File: config.mk
export PLATFORM = sky130hd
export DESIGN_NAME = ctrl_pipe
export DESIGN_NICKNAME = d
export VERILOG_FILES = /design/src/rtl/ctrl_pkg.sv /design/src/rtl/ctrl_pipe_hazard_fwd_unit.sv /design/src/rtl/ctrl_pipe.sv
export SDC_FILE = /design/constraint.sdc
export NUM_CORES = 1
export LEC_CHECK = 0
export ABC_AREA = 0
export BUFFER_PORTS_ARGS = -buffer_cell sky130_fd_sc_hd__buf_2
export CORE_ASPECT_RATIO = 0.8
export CORE_MARGIN = 5
export CORE_UTILIZATION = 45
export CTS_BUF_LIST = sky130_fd_sc_hd__clkbuf_2
export CTS_CLUSTER_DIAMETER = 150
export DETAILED_ROUTE_END_ITERATION = 10
export PLACE_DENSITY = 0.7
export SETUP_SLACK_MARGIN = 0.5
export SLEW_MARGIN = 20
export SYNTH_ARGS = -nofsm -noshare
export SYNTH_HDL_FRONTEND = slang
export SYNTH_HIERARCHICAL = 1
export SYNTH_SLANG_ARGS = --single-unit
File: constraint.sdc
create_clock -name i_clk -period 2.05 [get_ports i_clk]
set_clock_uncertainty 0.05 [all_clocks]
set_input_delay 0.41 -clock i_clk [delete_from_list [all_inputs] [get_ports i_clk]]
set_output_delay 0.41 -clock i_clk [all_outputs]
set_load 0.03 [all_outputs]
File: src/rtl/ctrl_pkg.sv
// Shared widths, control-bus bit positions and stage-register types for the
// control pipeline (ID/EX, EX/MEM, MEM/WB).
package ctrl_pkg;

    localparam int NB_CTRL_EX  = 5;
    localparam int NB_CTRL_M   = 3;
    localparam int NB_CTRL_WB  = 2;
    localparam int NB_REG_ADDR = 5;

    localparam int WB_REGWRITE = 1;
    localparam int WB_MEMTOREG = 0;

    localparam int M_BRANCH    = 2;
    localparam int M_MEMREAD   = 1;
    localparam int M_MEMWRITE  = 0;

    localparam int EX_JUMP     = 4;
    localparam int EX_ALUSRC   = 3;
    localparam int EX_REGDST   = 2;

    localparam logic [1:0] FWD_REGFILE = 2'b00;
    localparam logic [1:0] FWD_MEM     = 2'b10;
    localparam logic [1:0] FWD_WB      = 2'b01;

    typedef struct packed {
        logic                   valid;
        logic [NB_CTRL_WB-1:0]  wb;
        logic [NB_CTRL_M-1:0]   mem;
        logic [NB_CTRL_EX-1:0]  exc;
        logic [NB_REG_ADDR-1:0] rs;
        logic [NB_REG_ADDR-1:0] rt;
        logic [NB_REG_ADDR-1:0] dst;
    } ex_stage_t;

    typedef struct packed {
        logic                   valid;
        logic [NB_CTRL_WB-1:0]  wb;
        logic [NB_CTRL_M-1:0]   mem;
        logic [NB_REG_ADDR-1:0] dst;
    } mem_stage_t;

    typedef struct packed {
        logic                   valid;
        logic [NB_CTRL_WB-1:0]  wb;
        logic [NB_REG_ADDR-1:0] dst;
    } wb_stage_t;

    // A non-writing instruction carries dst 0 so it can never match a hazard or forward.
    function automatic logic [NB_REG_ADDR-1:0] calc_dst(
        input logic                   regwrite,
        input logic                   regdst,
        input logic [NB_REG_ADDR-1:0] rd,
        input logic [NB_REG_ADDR-1:0] rt
    );
        if (!regwrite)
            return '0;
        return regdst ? rd : rt;
    endfunction

endpackage

File: src/rtl/ctrl_pipe_hazard_fwd_unit.sv
// Combinational load-use stall, taken-branch flush and EX operand forwarding selects.
// Flush outranks stall: squashed instructions must not hold the front end.
module hazard_fwd_unit
    import ctrl_pkg::*;
(
    input  logic                   ex_valid,
    input  logic                   ex_memread,
    input  logic [NB_REG_ADDR-1:0] ex_dst,
    input  logic [NB_REG_ADDR-1:0] ex_rs,
    input  logic [NB_REG_ADDR-1:0] ex_rt,
    input  logic                   id_valid,
    input  logic [NB_REG_ADDR-1:0] id_rs,
    input  logic [NB_REG_ADDR-1:0] id_rt,
    input  logic                   id_regdst,
    input  logic                   id_memwrite,
    input  logic                   id_branch,
    input  logic                   mem_valid,
    input  logic                   mem_branch,
    input  logic                   mem_regwrite,
    input  logic [NB_REG_ADDR-1:0] mem_dst,
    input  logic                   wb_valid,
    input  logic                   wb_regwrite,
    input  logic [NB_REG_ADDR-1:0] wb_dst,
    input  logic                   branch_taken,
    output logic                   stall,
    output logic                   flush,
    output logic [1:0]             fwd_a,
    output logic [1:0]             fwd_b
);

    logic rt_is_source;
    logic load_use;
    logic mem_fwd_ok;
    logic wb_fwd_ok;

    always_comb begin
        // rt is only a read operand when the ID op writes rd, stores, or compares.
        rt_is_source = id_regdst || id_memwrite || id_branch;
        load_use     = ex_valid && ex_memread && (ex_dst != '0) && id_valid &&
                       ((ex_dst == id_rs) || ((ex_dst == id_rt) && rt_is_source));
        flush        = mem_valid && mem_branch && branch_taken;
        stall        = load_use && !flush;

        mem_fwd_ok   = mem_valid && mem_regwrite && (mem_dst != '0);
        wb_fwd_ok    = wb_valid && wb_regwrite && (wb_dst != '0);

        fwd_a = FWD_REGFILE;
        if (mem_fwd_ok && (mem_dst == ex_rs))
            fwd_a = FWD_MEM;
        else if (wb_fwd_ok && (wb_dst == ex_rs))
            fwd_a = FWD_WB;

        fwd_b = FWD_REGFILE;
        if (mem_fwd_ok && (mem_dst == ex_rt))
            fwd_b = FWD_MEM;
        else if (wb_fwd_ok && (wb_dst == ex_rt))
            fwd_b = FWD_WB;
    end

endmodule

File: src/rtl/ctrl_pipe.sv
// Control pipeline: carries decoder WB/MEM/EX control and register addresses through
// the EX, MEM and WB stage registers; hazard/forward decisions live in hazard_fwd_unit.
module ctrl_pipe
    import ctrl_pkg::*;
(
    input  logic                   i_clk,
    input  logic                   i_rst,
    input  logic [NB_CTRL_WB-1:0]  i_ctrl_wb_bus,
    input  logic [NB_CTRL_M-1:0]   i_ctrl_mem_bus,
    input  logic [NB_CTRL_EX-1:0]  i_ctrl_exc_bus,
    input  logic                   i_valid,
    input  logic [NB_REG_ADDR-1:0] i_rs,
    input  logic [NB_REG_ADDR-1:0] i_rt,
    input  logic [NB_REG_ADDR-1:0] i_rd,
    input  logic                   i_branch_taken,
    output logic                   o_stall,
    output logic                   o_flush_ifid,
    output logic                   o_jump,
    output logic [NB_CTRL_EX-1:0]  o_ex_ctrl_bus,
    output logic [1:0]             o_fwd_a,
    output logic [1:0]             o_fwd_b,
    output logic [NB_CTRL_M-1:0]   o_mem_ctrl_bus,
    output logic                   o_wb_regwrite,
    output logic                   o_wb_memtoreg,
    output logic [NB_REG_ADDR-1:0] o_wb_dst
);

    ex_stage_t  ex_q;
    mem_stage_t mem_q;
    wb_stage_t  wb_q;

    logic stall;
    logic flush;
    logic id_jump;
    logic ex_bubble;
    logic [NB_REG_ADDR-1:0] id_dst;

    hazard_fwd_unit u_hazard_fwd (
        .ex_valid     (ex_q.valid),
        .ex_memread   (ex_q.mem[M_MEMREAD]),
        .ex_dst       (ex_q.dst),
        .ex_rs        (ex_q.rs),
        .ex_rt        (ex_q.rt),
        .id_valid     (i_valid),
        .id_rs        (i_rs),
        .id_rt        (i_rt),
        .id_regdst    (i_ctrl_exc_bus[EX_REGDST]),
        .id_memwrite  (i_ctrl_mem_bus[M_MEMWRITE]),
        .id_branch    (i_ctrl_mem_bus[M_BRANCH]),
        .mem_valid    (mem_q.valid),
        .mem_branch   (mem_q.mem[M_BRANCH]),
        .mem_regwrite (mem_q.wb[WB_REGWRITE]),
        .mem_dst      (mem_q.dst),
        .wb_valid     (wb_q.valid),
        .wb_regwrite  (wb_q.wb[WB_REGWRITE]),
        .wb_dst       (wb_q.dst),
        .branch_taken (i_branch_taken),
        .stall        (stall),
        .flush        (flush),
        .fwd_a        (o_fwd_a),
        .fwd_b        (o_fwd_b)
    );

    always_comb begin
        id_jump   = i_valid && i_ctrl_exc_bus[EX_JUMP];
        // A jump resolves in ID, so it travels on as a no-op just like a bubble.
        ex_bubble = flush || stall || !i_valid || id_jump;
        id_dst    = calc_dst(i_ctrl_wb_bus[WB_REGWRITE], i_ctrl_exc_bus[EX_REGDST], i_rd, i_rt);
    end

    always_ff @(posedge i_clk) begin
        if (i_rst) begin
            ex_q  <= '0;
            mem_q <= '0;
            wb_q  <= '0;
        end else begin
            wb_q <= '{valid: mem_q.valid, wb: mem_q.wb, dst: mem_q.dst};

            if (flush)
                mem_q <= '0;
            else
                mem_q <= '{valid: ex_q.valid, wb: ex_q.wb, mem: ex_q.mem, dst: ex_q.dst};

            if (ex_bubble)
                ex_q <= '0;
            else
                ex_q <= '{valid: 1'b1, wb: i_ctrl_wb_bus, mem: i_ctrl_mem_bus,
                          exc: i_ctrl_exc_bus, rs: i_rs, rt: i_rt, dst: id_dst};
        end
    end

    always_comb begin
        o_stall        = stall;
        o_flush_ifid   = flush;
        o_jump         = id_jump && !stall && !flush;
        o_ex_ctrl_bus  = ex_q.valid ? ex_q.exc : '0;
        o_mem_ctrl_bus = mem_q.valid ? mem_q.mem : '0;
        o_wb_regwrite  = wb_q.valid && wb_q.wb[WB_REGWRITE];
        o_wb_memtoreg  = wb_q.valid && wb_q.wb[WB_MEMTOREG];
        o_wb_dst       = wb_q.valid ? wb_q.dst : '0;
    end

endmodule

==> metrics.txt, run 1 <==
Seq cells post-synth=45; core area=4204 µm²; Worst Setup Start Kind=register; CP Class=register to primary output; internal power=1.115 mW; Area Overhead vs Synth=63.93%; relative slew slack=63.06%; final slew viol count=0; Syn Nets=208; Synth Warn #=6; Clock Latency Late Sink=420 ps; Reg-to-Reg End=ex_q[11]; Combinational Power Share=16.7%; Final nets=294; Worst EP required=1590 ps; Pleak=1.449 nW; drt total wl=5.372 mm; row cnt=21; peak supply drop=0.3252 mV; hold_sp=i_ctrl_wb_bus[0]; hold worst-path end=ex_q[23]; Seq pwr share=57.4%; diode count=0; Final ANT Viol Nets=0; initial core utilization=46.79%; Post-synth EDFFs=0; Clock Path Buffers=2; drt first pass iters=4; H-tree depth=2; r2r startpoint=ex_q[0]; syn_area_per_cell=10.99 µm²; hold crit path type=primary input to register; most frequent cell after synthesis=dfxtp_1; clock sinks=45; Yosys cell types=29; Hold Path Depth=2; Worst EP arrival=2090 ps; grt ovf=0; CTS tree=built; final worst slack=-495.7 ps; Synth top area share=45.80%; First DRT Iteration DRCs=18; pin count of the biggest net entering global routing=18; Commonest cells post-synth=dfxtp_1, and2_1, xor2_1; cts hold-fix bufs=0; die width=83.92 µm; via/cell ratio=4.929; Synth area leaders=dfxtp_1, xor2_1, nor4b_2, and2_1, nor4b_1; GRT Overall Usage=17.84%; total CTS buffers=5; prevailing post-synth register cell=dfxtp_1; worst-path fanout max=3; r2r setup slk=-140 ps; clk slew on worst S/H paths=250 ps; switch share=29.21%; drc violations=0; cell chain of the critical path=xor2_1 -> nor2_1 -> a22oi_2 -> a2111oi_4 -> or3b_4 -> nor2_2 -> buf_6; outcome=complete, but fails checks; Least-Margin Pin Slew=552.1 ps; Cells after Synth=179; cell taking the most area after synthesis=dfxtp_1; crit path capture type=primary output; average wire per standard cell=16.63 µm; Total Negative Setup Slacks=-4635 ps; PortBufs=50; layout cells sized above 1=63.91%; fin util=76.70%; period utilization=124.2%; die footprint=5801 µm²; RSZ-0062 raised after global routing=true; fmax=392.8 MHz; failing checks=setup timing; sequential area share after synthesis=45.80%; Post-synth ARST share=0%; cells on worst reg2reg path=9; Final Hold Violating Endpoints=0; IO Count=51; vias in the first global route=1623; first-pass GRT wire length=8.197 mm; MaxCap Viol Count=0; post-synth design cell area=1967 µm²; GP Congestion=0.8532; hpwl dp=3.458 mm; Final setup violation count=31; fin crit period=2546 ps; DR vias=1592; sw power=0.4602 mW; die height=69.13 µm; Root Buffer=clkbuf_2; slowest CP cell=dfxtp_2; Critical Path Max Stage Delay=420 ps; power per cell area=488.6 nW/µm²; clock power share=25.9%; antenna violations before repair=0
routing by layer:
metal / vias to the layer above / GRT usage (%) / wire length [µm]
met5: - / 0 / 0
met4: 0 / 6.071 / 40
met3: 5 / 3.690 / 231
met2: 45 / 29.57 / 2750
met1: 757 / 23.08 / 2349
li1: 785 / - / -
timing repair:
action | 4_1_cts | 5_1_grt
buffers inserted | 5 | 6
endpoints found under the setup margin | 47 | 47
pin swaps | 9 | 17
hold endpoints to repair | 0 | 0
resized for setup | 109 | 25
cloned | 0 | 2
through the flow:
step,cell area [µm²],hold slack (ps),total power [mW],cells,setup slack [ps]
after global placement,2499,361.6,1.093,302,-345.8
after CTS,2992,144.2,1.541,315,-476.7
after global routing,3224,108.8,1.637,323,-569.4
after floorplan,2049,355.7,1.025,179,-427.2
final,3224,147.8,1.575,323,-495.7
after detailed placement,2499,367.5,1.094,302,-364.2
area by class of cell:
class	instances	area [µm²]
clock buffers	5	25.02
inverters	1	3.754
flip-flops and latches	45	929.6
repair buffers	90	800.8
multi-input cells	122	1369
clock inverters	3	25.02
well taps	57	71.32
fillers	276	979.7
critical path: cells and delay by family (launching register included):
kind	cells	cell delay, ps
and+or+nand+nor	3	600
DFF	1	420
AOI/OAI and AO/OA	2	310
buffers and inverters	1	140
xor gates and xnor gates	1	190
cell usage in the layout (no fill, tap or decap), types with 2 or more instances in the layout:
master / n
nor2b_1: 8
inv_6: 2
nor3_2: 3
buf_6: 34
nor4b_2: 2
nor2_1: 4
nor3_4: 3
clkbuf_16: 2
dfxtp_1: 30
xor2_1: 23
nor4b_4: 16
nand3_1: 3
dfxtp_2: 11
nor3_1: 3
dfxtp_4: 4
nor4_4: 4
xnor2_1: 6
buf_2: 28
buf_12: 2
and2_1: 11
and2_4: 15
mux2i_1: 5
clkbuf_2: 5
buf_4: 23
or4_4: 4
worst max path at each step:
stage                      start  cells past startpoint          to  slack, ps
6_report                 ex_q[0]                      7      o_jump       -500
5_1_grt                  ex_q[3]                      7      o_jump       -570
4_1_cts                  wb_q[1]                      5  o_fwd_a[0]       -480
3_5_place_dp   i_ctrl_mem_bus[0]                      8      o_jump       -360
3_3_place_gp   i_ctrl_mem_bus[0]                      8      o_jump       -350
2_1_floorplan            i_rt[3]                      8      o_jump       -430
power by group through the flow:
stage	registers [mW]	logic, mW	clock network [mW]
6_report	0.904	0.263	0.408
5_1_grt	0.907	0.277	0.452
4_1_cts	0.906	0.218	0.418
3_5_place_dp	0.923	0.170	0
3_3_place_gp	0.923	0.170	0
2_1_floorplan	0.922	0.103	0
state kept, by name, indices dropped and copies added (netlist names):
register / cells
mem_q: 11
ex_q: 26
wb_q: 8
logic make-up (layout without fill, tap and decap cells):
group           after synthesis  count (layout)  synth area share, %
simple gates                 82              82                32.25
flops                        45              45                45.80
xor+xnor                     30              30                13.36
buf+inv                      12              99                4.007
mux                           5               5                2.545
compound gates                4               4                1.845
other cells                   1               1               0.1907
Note: power is estimated with default switching activity, not from simulation.
==> run 2, diff against run 1 <==
--- a/config.mk
+++ b/config.mk
@@ -14,6 +14,7 @@
 export CTS_CLUSTER_DIAMETER = 150
 export DETAILED_ROUTE_END_ITERATION = 10
 export PLACE_DENSITY = 0.7
+export RECOVER_POWER = 50
 export SETUP_SLACK_MARGIN = 0.5
 export SLEW_MARGIN = 20
 export SYNTH_ARGS = -nofsm -noshare
==> run 2 against run 1 <==
Sequential share of layout area barely moved. Worst setup slack improved by 1.6 ps. Highest routed layer unchanged. Non-clock buffer count did not move. Cell count did not move. Count of clock-buffer cells in the layout did not move. Critical endpoint unchanged. Critical path depth did not move. Fmax barely moved. Global-route usage did not move. The run still ends with setup timing left. Critical path type unchanged. Via count rose by 1.1%. Power barely moved. Register-to-register slack barely moved.
==> metrics.txt, run 2 (synthesis gave the netlist of run 1 again) <==
IO Count=51 (unchanged); drt first pass iters=4 (unchanged); diode count=0 (unchanged); minimum hold slack=144.8 ps (-3.001 ps); worst-path fanout max=3 (unchanged); most frequent cells in the layout=buf_6, dfxtp_1, buf_2; core area=4204 µm² (unchanged); Worst Setup Start Kind=register; RSZ-0062 raised after global routing=true; GR Layer Usage met1=23.08% (unchanged); hold crit path type=primary input to register; grt ovf=0 (unchanged); Setup crit start=ex_q[0]; Clock Latency Late Sink=430 ps (about the same); CP Class=register to primary output; Final nets=294 (unchanged); hold_sp=i_ctrl_wb_bus[0]; clk slew on worst S/H paths=250 ps (about the same); Clock Path Buffers=2 (unchanged); failing checks=setup timing; H-tree depth=2 (unchanged); Worst EP required=1590 ps (about the same); first-pass GRT wire length=8.197 mm (unchanged); Final setup violation count=31 (unchanged); fmax=393.1 MHz (about the same); largest reg by FF count=ex_q; fin util=76.61% (-0.089 points); average wire per standard cell=16.74 µm (+0.63%); initial core utilization=46.79% (unchanged); Root Buffer=clkbuf_2; DR vias=1609 (+1.1%); via/cell ratio=4.981 (+1.1%); layout cells sized above 1=63.53% (-0.38 points); period utilization=124.1% (about the same); die footprint=5801 µm² (unchanged); relative slew slack=21.51% (-42 points); PortBufs=50 (unchanged); Pleak=1.441 nW (-0.58%); drt total wl=5.406 mm (+0.63%); row cnt=21 (unchanged); vias in the first global route=1623 (unchanged); power per cell area=488.7 nW/µm² (about the same); CTS tree=built; GRT Overall Usage=17.84% (unchanged); antenna violations before repair=0 (unchanged); final slew viol count=0 (unchanged); hpwl dp=3.458 mm (unchanged); die height=69.13 µm (unchanged); GP Congestion=0.8532 (unchanged); total CTS buffers=5 (unchanged); most common cell after layout, fill and taps aside=buf_6; max FFs per register=26 (unchanged); pin count of the biggest net entering global routing=18 (unchanged); outcome=complete, but fails checks; routing usage on met3=3.690% (unchanged); clock sinks=45 (unchanged); largest registers=ex_q (26), mem_q (11), wb_q (8); Least-Margin Pin Slew=1177 ps (+625.2 ps); Final ANT Viol Nets=0 (unchanged); Area Overhead vs Synth=63.74%; fin crit period=2544 ps (-1.558 ps); drc violations=0 (unchanged); die width=83.92 µm (unchanged); cts hold-fix bufs=0 (unchanged); gr busiest metal=met2; MaxCap Viol Count=0 (unchanged); placed inst area=2499 µm² (unchanged); First DRT Iteration DRCs=28 (+10); design area=3221 µm² (-0.12%); final worst slack=-494.2 ps (+1.558 ps); Fillers=277 (+0.36%); Worst EP arrival=2080 ps (about the same); met2 Use GR=29.57% (unchanged); Final Hold Violating Endpoints=0 (unchanged); peak supply drop=0.3252 mV (about the same); crit path capture type=primary output; r2r startpoint=ex_q[0]
[run 2: worst max-delay path, cell delays in order, from the launching register on]
cell and delay, ps:
dfxtp_2 420, xor2_1 190, nor2_1 100, a22oi_2 250, a2111oi_4 60, or3b_4 400
nor2_2 100, buf_6 140
[run 2: repair_timing]
action                                  in CTS  in global routing
pin swaps                                    9                 17
endpoints found under the hold margin        0                  0
gates resized for setup                    109                 25
setup buffers                                5                  6
endpoints found under the setup margin      47                 47
gates cloned                                 0                  2
[run 2: where the power goes]
part / total, mW / leakage, nW / internal (mW) / switching (mW)
sequential: 0.904 / 0.374 / 0.891 / 0.0129
clock: 0.407 / 0.0300 / 0.0932 / 0.314
combinational: 0.262 / 1.04 / 0.129 / 0.133
total: 1.57 / 1.44 / 1.11 / 0.460
[run 2: per-stage QoR]
step / std cells / total power, mW / worst slack [ps] / TNS, ps
after global routing: 323 / 1.636 / -569.4 / -6452
after global placement: 302 / 1.093 / -345.8 / -4820
final: 323 / 1.574 / -494.2 / -4680
after floorplan: 179 / 1.025 / -427.2 / -2613
after CTS: 315 / 1.541 / -476.7 / -2323
after detailed placement: 302 / 1.094 / -364.2 / -5672
[run 2: layout make-up]
| type | count | area (µm²) | area share, % |
|---|---|---|---|
| multi-input cells | 122 | 1369 | 42.50 |
| clock inverters | 3 | 25.02 | 0.7770 |
| repair buffers | 90 | 797.0 | 24.75 |
| flip-flops and latches | 45 | 929.6 | 28.87 |
| well taps | 57 | 71.32 | 2.214 |
| inverters | 1 | 3.754 | 0.1166 |
| clock buffers | 5 | 25.02 | 0.7770 |
[run 2: worst paths after layout]
check,to,slack (ps),cells after the start
setup / recovery,o_jump,-490,7
hold / removal,ex_q[23],140,2
setup reg to reg,ex_q[11],-140,9
hold reg to reg,mem_q[9],410,1
[run 2: layer usage]
metal,vias to the layer above,routed length [µm]
li1,787,-
met1,771,2372
met2,46,2764
met3,5,228
met4,0,40
met5,-,0
